<file path="config.mk">
export PLATFORM = sky130hd
export DESIGN_NAME = rr_sel8x2_flat
export DESIGN_NICKNAME = d
export VERILOG_FILES = /design/src/rtl/rr_sel8x2_if.sv /design/src/rtl/rr_sel8x2.sv /design/src/flat_wrapper.sv
export SDC_FILE = /design/constraint.sdc
export NUM_CORES = 1
export LEC_CHECK = 0
export BUFFER_PORTS_ARGS = -buffer_cell sky130_fd_sc_hd__buf_4
export CORE_MARGIN = 1
export CORE_UTILIZATION = 40
export CTS_CLUSTER_DIAMETER = 50
export DETAILED_ROUTE_END_ITERATION = 10
export PLACE_DENSITY_LB_ADDON = 0.2
export SYNTH_ARGS = -nofsm -noshare
export SYNTH_HDL_FRONTEND = slang
export SYNTH_SLANG_ARGS = --single-unit
</file>
<file path="constraint.sdc">
create_clock -name clk -period 4.3 [get_ports clk]
set_input_delay 0.215 -clock clk [delete_from_list [all_inputs] [get_ports clk]]
set_output_delay 0.215 -clock clk [all_outputs]
set_load 0.005 [all_outputs]
</file>
<file path="src/rtl/rr_sel8x2_if.sv">
// ---------------------------------------------------------------------------
// rr_sel8x2_if
// Bundles the request vectors and registered select/grant outputs of the
// dual 8-way round-robin arbiter.
//
//   req0, req1         : per-channel request vectors (bit i = requestor i)
//   sel0, sel1         : registered 3-bit select indices to the dual 8:1 mux
//   gnt0, gnt1         : registered one-hot grants
//   gnt_vld0, gnt_vld1 : grant-active flags
//
// master : requestor side (drives req, observes grants)
// slave  : arbiter side (observes req, drives sel/gnt/gnt_vld)
// ---------------------------------------------------------------------------
interface rr_sel8x2_if;
  logic [7:0] req0;
  logic [7:0] req1;
  logic [2:0] sel0;
  logic [2:0] sel1;
  logic [7:0] gnt0;
  logic [7:0] gnt1;
  logic       gnt_vld0;
  logic       gnt_vld1;

  modport master (
    output req0, req1,
    input  sel0, sel1, gnt0, gnt1, gnt_vld0, gnt_vld1
  );

  modport slave (
    input  req0, req1,
    output sel0, sel1, gnt0, gnt1, gnt_vld0, gnt_vld1
  );
endinterface

</file>
<file path="src/rtl/rr_sel8x2.sv">
// ---------------------------------------------------------------------------
// rr_sel8x2
// Dual independent 8-way round-robin arbiter producing the registered select
// pairs for a downstream dual 8:1 mux slice. Each channel grants one of eight
// requestors, holds that grant for at most MAX_HOLD consecutive cycles while
// the requestor keeps asking, then rotates. Selects hold their last value while
// idle so the mux output does not change between grants.
//
// rr_sel8x2_ch (one arbiter channel)
//   clk      in   core clock, rising edge
//   reset_n  in   synchronous active-low reset
//   req_i    in   8-bit request vector
//   sel_o    out  registered select index
//   gnt_o    out  registered one-hot grant
//   vld_o    out  grant active
//
// rr_sel8x2 (top)
//   clk      in   core clock, rising edge
//   reset_n  in   synchronous active-low reset
//   bus      slave modport of rr_sel8x2_if (req0/1 in; sel/gnt/gnt_vld 0/1 out)
//
// Parameters
//   MAX_HOLD : max consecutive cycles a grant may be held (1..256)
//   HCW      : hold-counter width, 2**HCW >= MAX_HOLD
// ---------------------------------------------------------------------------
module rr_sel8x2_ch #(
  parameter int MAX_HOLD = 4,
  parameter int HCW      = 8
) (
  input  logic       clk,
  input  logic       reset_n,
  input  logic [7:0] req_i,
  output logic [2:0] sel_o,
  output logic [7:0] gnt_o,
  output logic       vld_o
);

  typedef enum logic {
    ST_IDLE  = 1'b0,
    ST_GRANT = 1'b1
  } state_t;

  // hcnt counts completed extra cycles of the current grant; reaching this
  // value means the grant has lasted MAX_HOLD cycles.
  localparam logic [HCW-1:0] HOLD_LAST = HCW'(MAX_HOLD - 1);

  state_t         st_q,   st_d;
  logic [2:0]     ptr_q,  ptr_d;
  logic [HCW-1:0] hcnt_q, hcnt_d;
  logic [2:0]     sel_q,  sel_d;
  logic [7:0]     gnt_q,  gnt_d;
  logic           vld_q,  vld_d;

  logic [3:0]     pick;
  logic           hit;
  logic [2:0]     pidx;

  // Returns {found, index} of the first set request scanning ptr, ptr+1, ...
  // ptr+7 (mod 8). Scanning from the far end lets the nearest hit win.
  function automatic logic [3:0] pick_f(input logic [7:0] req,
                                        input logic [2:0] ptr);
    logic [3:0] res;
    logic [2:0] idx;
    res = 4'd0;
    for (int k = 7; k >= 0; k--) begin
      idx = ptr + 3'(k);
      if (req[idx]) res = {1'b1, idx};
    end
    return res;
  endfunction

  // The pointer is advanced past the current grant at grant start, so at the
  // end of a grant the holder is scanned last and only wins when alone.
  assign pick = pick_f(req_i, ptr_q);
  assign hit  = pick[3];
  assign pidx = pick[2:0];

  always_comb begin
    st_d   = st_q;
    ptr_d  = ptr_q;
    hcnt_d = hcnt_q;
    sel_d  = sel_q;
    gnt_d  = gnt_q;
    vld_d  = vld_q;

    unique case (st_q)
      ST_IDLE: begin
        gnt_d = 8'h00;
        vld_d = 1'b0;
        if (hit) begin
          st_d   = ST_GRANT;
          sel_d  = pidx;
          gnt_d  = 8'h01 << pidx;
          vld_d  = 1'b1;
          hcnt_d = '0;
          ptr_d  = pidx + 3'd1;
        end
      end

      ST_GRANT: begin
        if (req_i[sel_q] && (hcnt_q < HOLD_LAST)) begin
          hcnt_d = hcnt_q + 1'b1;
        end else if (hit) begin
          // Back-to-back handover, no idle bubble.
          sel_d  = pidx;
          gnt_d  = 8'h01 << pidx;
          vld_d  = 1'b1;
          hcnt_d = '0;
          ptr_d  = pidx + 3'd1;
        end else begin
          // sel keeps the last holder so the mux output stays put.
          st_d  = ST_IDLE;
          gnt_d = 8'h00;
          vld_d = 1'b0;
        end
      end

      default: begin
        st_d  = ST_IDLE;
        gnt_d = 8'h00;
        vld_d = 1'b0;
      end
    endcase
  end

  always_ff @(posedge clk) begin
    if (!reset_n) begin
      st_q   <= ST_IDLE;
      ptr_q  <= 3'd0;
      hcnt_q <= '0;
      sel_q  <= 3'd0;
      gnt_q  <= 8'h00;
      vld_q  <= 1'b0;
    end else begin
      st_q   <= st_d;
      ptr_q  <= ptr_d;
      hcnt_q <= hcnt_d;
      sel_q  <= sel_d;
      gnt_q  <= gnt_d;
      vld_q  <= vld_d;
    end
  end

  assign sel_o = sel_q;
  assign gnt_o = gnt_q;
  assign vld_o = vld_q;

endmodule

module rr_sel8x2 #(
  parameter int MAX_HOLD = 4,
  parameter int HCW      = 8
) (
  input logic        clk,
  input logic        reset_n,
  rr_sel8x2_if.slave bus
);

  // Two identical channels with no shared state.
  rr_sel8x2_ch #(
    .MAX_HOLD (MAX_HOLD),
    .HCW      (HCW)
  ) u_ch0 (
    .clk     (clk),
    .reset_n (reset_n),
    .req_i   (bus.req0),
    .sel_o   (bus.sel0),
    .gnt_o   (bus.gnt0),
    .vld_o   (bus.gnt_vld0)
  );

  rr_sel8x2_ch #(
    .MAX_HOLD (MAX_HOLD),
    .HCW      (HCW)
  ) u_ch1 (
    .clk     (clk),
    .reset_n (reset_n),
    .req_i   (bus.req1),
    .sel_o   (bus.sel1),
    .gnt_o   (bus.gnt1),
    .vld_o   (bus.gnt_vld1)
  );

endmodule

</file>
<file path="src/flat_wrapper.sv">
// flat-port wrapper written by rule: the top's interface ports become plain ports
module rr_sel8x2_flat 
#(
  parameter int MAX_HOLD = 4,
  parameter int HCW      = 8
)
  (clk, reset_n, bus_req0, bus_req1, bus_sel0, bus_sel1, bus_gnt0, bus_gnt1, bus_gnt_vld0, bus_gnt_vld1);
  rr_sel8x2_if bus_i ();
  input logic clk;
  input logic reset_n;
  input wire logic [$bits(bus_i.req0)-1:0] bus_req0;
  input wire logic [$bits(bus_i.req1)-1:0] bus_req1;
  output wire logic [$bits(bus_i.sel0)-1:0] bus_sel0;
  output wire logic [$bits(bus_i.sel1)-1:0] bus_sel1;
  output wire logic [$bits(bus_i.gnt0)-1:0] bus_gnt0;
  output wire logic [$bits(bus_i.gnt1)-1:0] bus_gnt1;
  output wire logic [$bits(bus_i.gnt_vld0)-1:0] bus_gnt_vld0;
  output wire logic [$bits(bus_i.gnt_vld1)-1:0] bus_gnt_vld1;
  assign bus_i.req0 = bus_req0;
  assign bus_i.req1 = bus_req1;
  assign bus_sel0 = bus_i.sel0;
  assign bus_sel1 = bus_i.sel1;
  assign bus_gnt0 = bus_i.gnt0;
  assign bus_gnt1 = bus_i.gnt1;
  assign bus_gnt_vld0 = bus_i.gnt_vld0;
  assign bus_gnt_vld1 = bus_i.gnt_vld1;
  rr_sel8x2 #(.MAX_HOLD(MAX_HOLD), .HCW(HCW)) u_core (.clk(clk), .reset_n(reset_n), .bus(bus_i));
endmodule
</file>
==> results.ini <==
[outcome]
outcome=finished, final reports clean

[synthesis]
ys_seq_area_share_pct=26.7
synth-seq-cells=48
syn_nets=423
synthMuxAreaShare_pct=28.2
synth_top_cell_by_area=dfxtp_1
yosys.cell_types.count=56
synth-warning-count=0
synth_top_family_by_area=multiplexers
synth.area.top_cells=dfxtp_1 27%, mux4_2 17%, mux2i_1 6.9%
avgSynthCellArea_um2=9.22
syn_area_um2=3600
synth_common_cells=48 x dfxtp_1, 41 x nor2_1, 28 x mux4_2, 28 x nand2_1
yosysMostFrequentCell=dfxtp_1
async_flop_share_pct=0
synth_simple_gate_area_share_pct=16.8
yosysTopAreaCellShare_pct=26.7
synthFlopType=dfxtp_1
synth_xor_xnor_area_share_pct=1.46
synth-compound-area-share_pct=15.8
syn_inst=391
synth_edf_count=0
synthAdderAreaFrac_pct=4.86

[worst_setup_path]
crit_type=reg2reg
critPathRequiredTime_ps=4470
rr_worst_depth=15
path_max_fanout=12
end_kind=flop
cp.arrival_ps=3820
startpoint_type=flop

[route]
drt-total-wl_um=8650
vias=3112
first_iter_violations=97
via_per_inst=5.83
wl_per_cell_um=16.2
post-route-drc-count=0
antenna_left=0
first_pass_iters=5

[pwr]
p_leak_nw=1.63
peakVddDrop_v=0.000297
p_per_area_nw_per_um2=727

[place]
dp_hpwl_um=6360
place_congestion=0.860
portBuffers=41

[layout]
fin_nets=457
syn_to_final_growth_pct=12.8
antenna_cells=0
layout-drive-gt1-share_pct=23.9
seqCellArea_um2=961
multi_input_area_um2=2420
fill_cells=852

[sta]
finalClockSkew_ps=9.94
setup_viol=0
period_needed_ps=3640
hold_violations=0
worst_pin_slew_ps=885
post-route-period-util_pct=84.7
rsz0062_at_grt=no
slew_headroom_pct=40.8
timing.fmax_mhz=275
slew_violations=0
setup-tns-final_ps=0
hold_ws_ps=268

[worst_hold_path]
whs_path_depth=3
worst_hold_path_type=in2reg

[cts]
root_buffer=clkbuf_8
post_cts_buffers=0
cts_hold_buf=0
path_clk_slew_ps=90
cts_buffer_depth=2
htree_levels=2
cts_tree=done
cts_sinks=48
cts_made_buffers=5
clock_latency_ps=300
postCtsResizedCells=0

[global_route]
antenna_found_initial=0
grt.total_usage_pct=19.6
gr-total-overflow=0
grt_pass1_wl_um=15200
grt_max_degree=25
grt_pass1_vias=3157

[floorplan]
die_h_um=96.9
fp.dieW_um=96.9
rows=34
die_area_um2=9400
io_pins=42
start_util_pct=41.3
core_um2=8720

[job]
cap_violations=0

-- where the power goes --
part	total [mW]	internal [mW]	switching, mW
sequential	0.644	0.548	0.0960
combinational	2.03	0.917	1.11
clock	0.278	0.129	0.150
total	2.95	1.59	1.36
-- cell usage in the layout (no fill, tap or decap), types with 7 or more instances in the layout --
cell type and count:
a211oi_1 7, a21oi_1 24, and2_1 10, and3_1 7, buf_4 47, dfxtp_1 48, ha_1 14, inv_1 25
mux2_2 8, mux2i_1 25, mux4_2 28, nand2_1 28, nand3_1 13, nor2_1 41, o21ai_0 11, o21ai_1 13
-- metrics by stage --
| step | power, mW | std cells | setup WS, ps | cell area, µm² | util (%) |
|---|---|---|---|---|---|
| 2_1_floorplan | 2.23 | 391 | 883 | 3600 | - |
| 3_3_place_gp | 2.66 | 526 | 674 | 3970 | 45.6 |
| 3_5_place_dp | 2.68 | 526 | 637 | 3970 | 45.6 |
| 4_1_cts | 2.97 | 534 | 625 | 4070 | 46.6 |
| 5_1_grt | 3.24 | 534 | 400 | 4070 | 46.6 |
| 6_report | 2.95 | 534 | 659 | 4070 | 46.6 |
-- critical path, cell delays in order, from the launching register on --
cell and delay [ps]:
dfxtp_1 320, buf_4 220, inv_1 160, ha_1 450, mux4_2 420, mux2_2 320, mux2i_1 130, a21oi_1 160
o21a_1 120, o31ai_1 70, a211oi_2 360, inv_1 110, ha_1 220, ha_1 280, mux2i_1 130, nor2_1 50
-- final timing paths --
check | from | endpoint | slack, ps
worst min register to register | u_core.u_ch1.hcnt_q[2] | u_core.u_ch1.hcnt_q[2] | 430
worst max register to register | u_core.u_ch1.ptr_q[0] | u_core.u_ch1.ptr_q[2] | 660
worst max-delay path | u_core.u_ch1.ptr_q[0] | u_core.u_ch1.ptr_q[2] | 660
worst min-delay path | reset_n | u_core.u_ch1.hcnt_q[2] | 270
-- cell type report --
cell class | count | area share (%)
clock buffer | 6 | 2.03
timing repair buffer | 47 | 8.68
clock inverter | 2 | 0.246
inverter | 28 | 2.59
tap | 108 | 3.32
multi-input combinational | 295 | 59.5
sequential | 48 | 23.6
-- flip-flops by register name, summed over array words and instances, names as in the netlist --
signal,flops
u_core.u_ch0.gnt_o,8
u_core.u_ch0.hcnt_q,8
u_core.u_ch0.ptr_q,3
u_core.u_ch0.sel_o,3
u_core.u_ch0.st_q,1
u_core.u_ch0.vld_o,1
u_core.u_ch1.gnt_o,8
u_core.u_ch1.hcnt_q,8
u_core.u_ch1.ptr_q,3
u_core.u_ch1.sel_o,3
u_core.u_ch1.st_q,1
u_core.u_ch1.vld_o,1
-- cells by family after synthesis --
| group | count (synthesis) |
|---|---|
| AOI/OAI and AO/OA | 88 |
| xor gates and xnor gates | 6 |
| adders and majority gates | 14 |
| buffers and inverters | 48 |
| DFF | 48 |
| muxes | 64 |
| and+or+nand+nor | 123 |
-- per-layer routing --
layer | GRT usage, % | vias to the layer above | wire length, µm | part of all wire, %
met4 | 3.67 | 0 | 57 | 0.66
met5 | 0 | - | 0 | 0
li1 | - | 1518 | - | -
met2 | 34.6 | 59 | 4320 | 50
met3 | 2.75 | 6 | 273 | 3.2
met1 | 25.6 | 1529 | 4000 | 46
(Power assumes the default switching activity.)
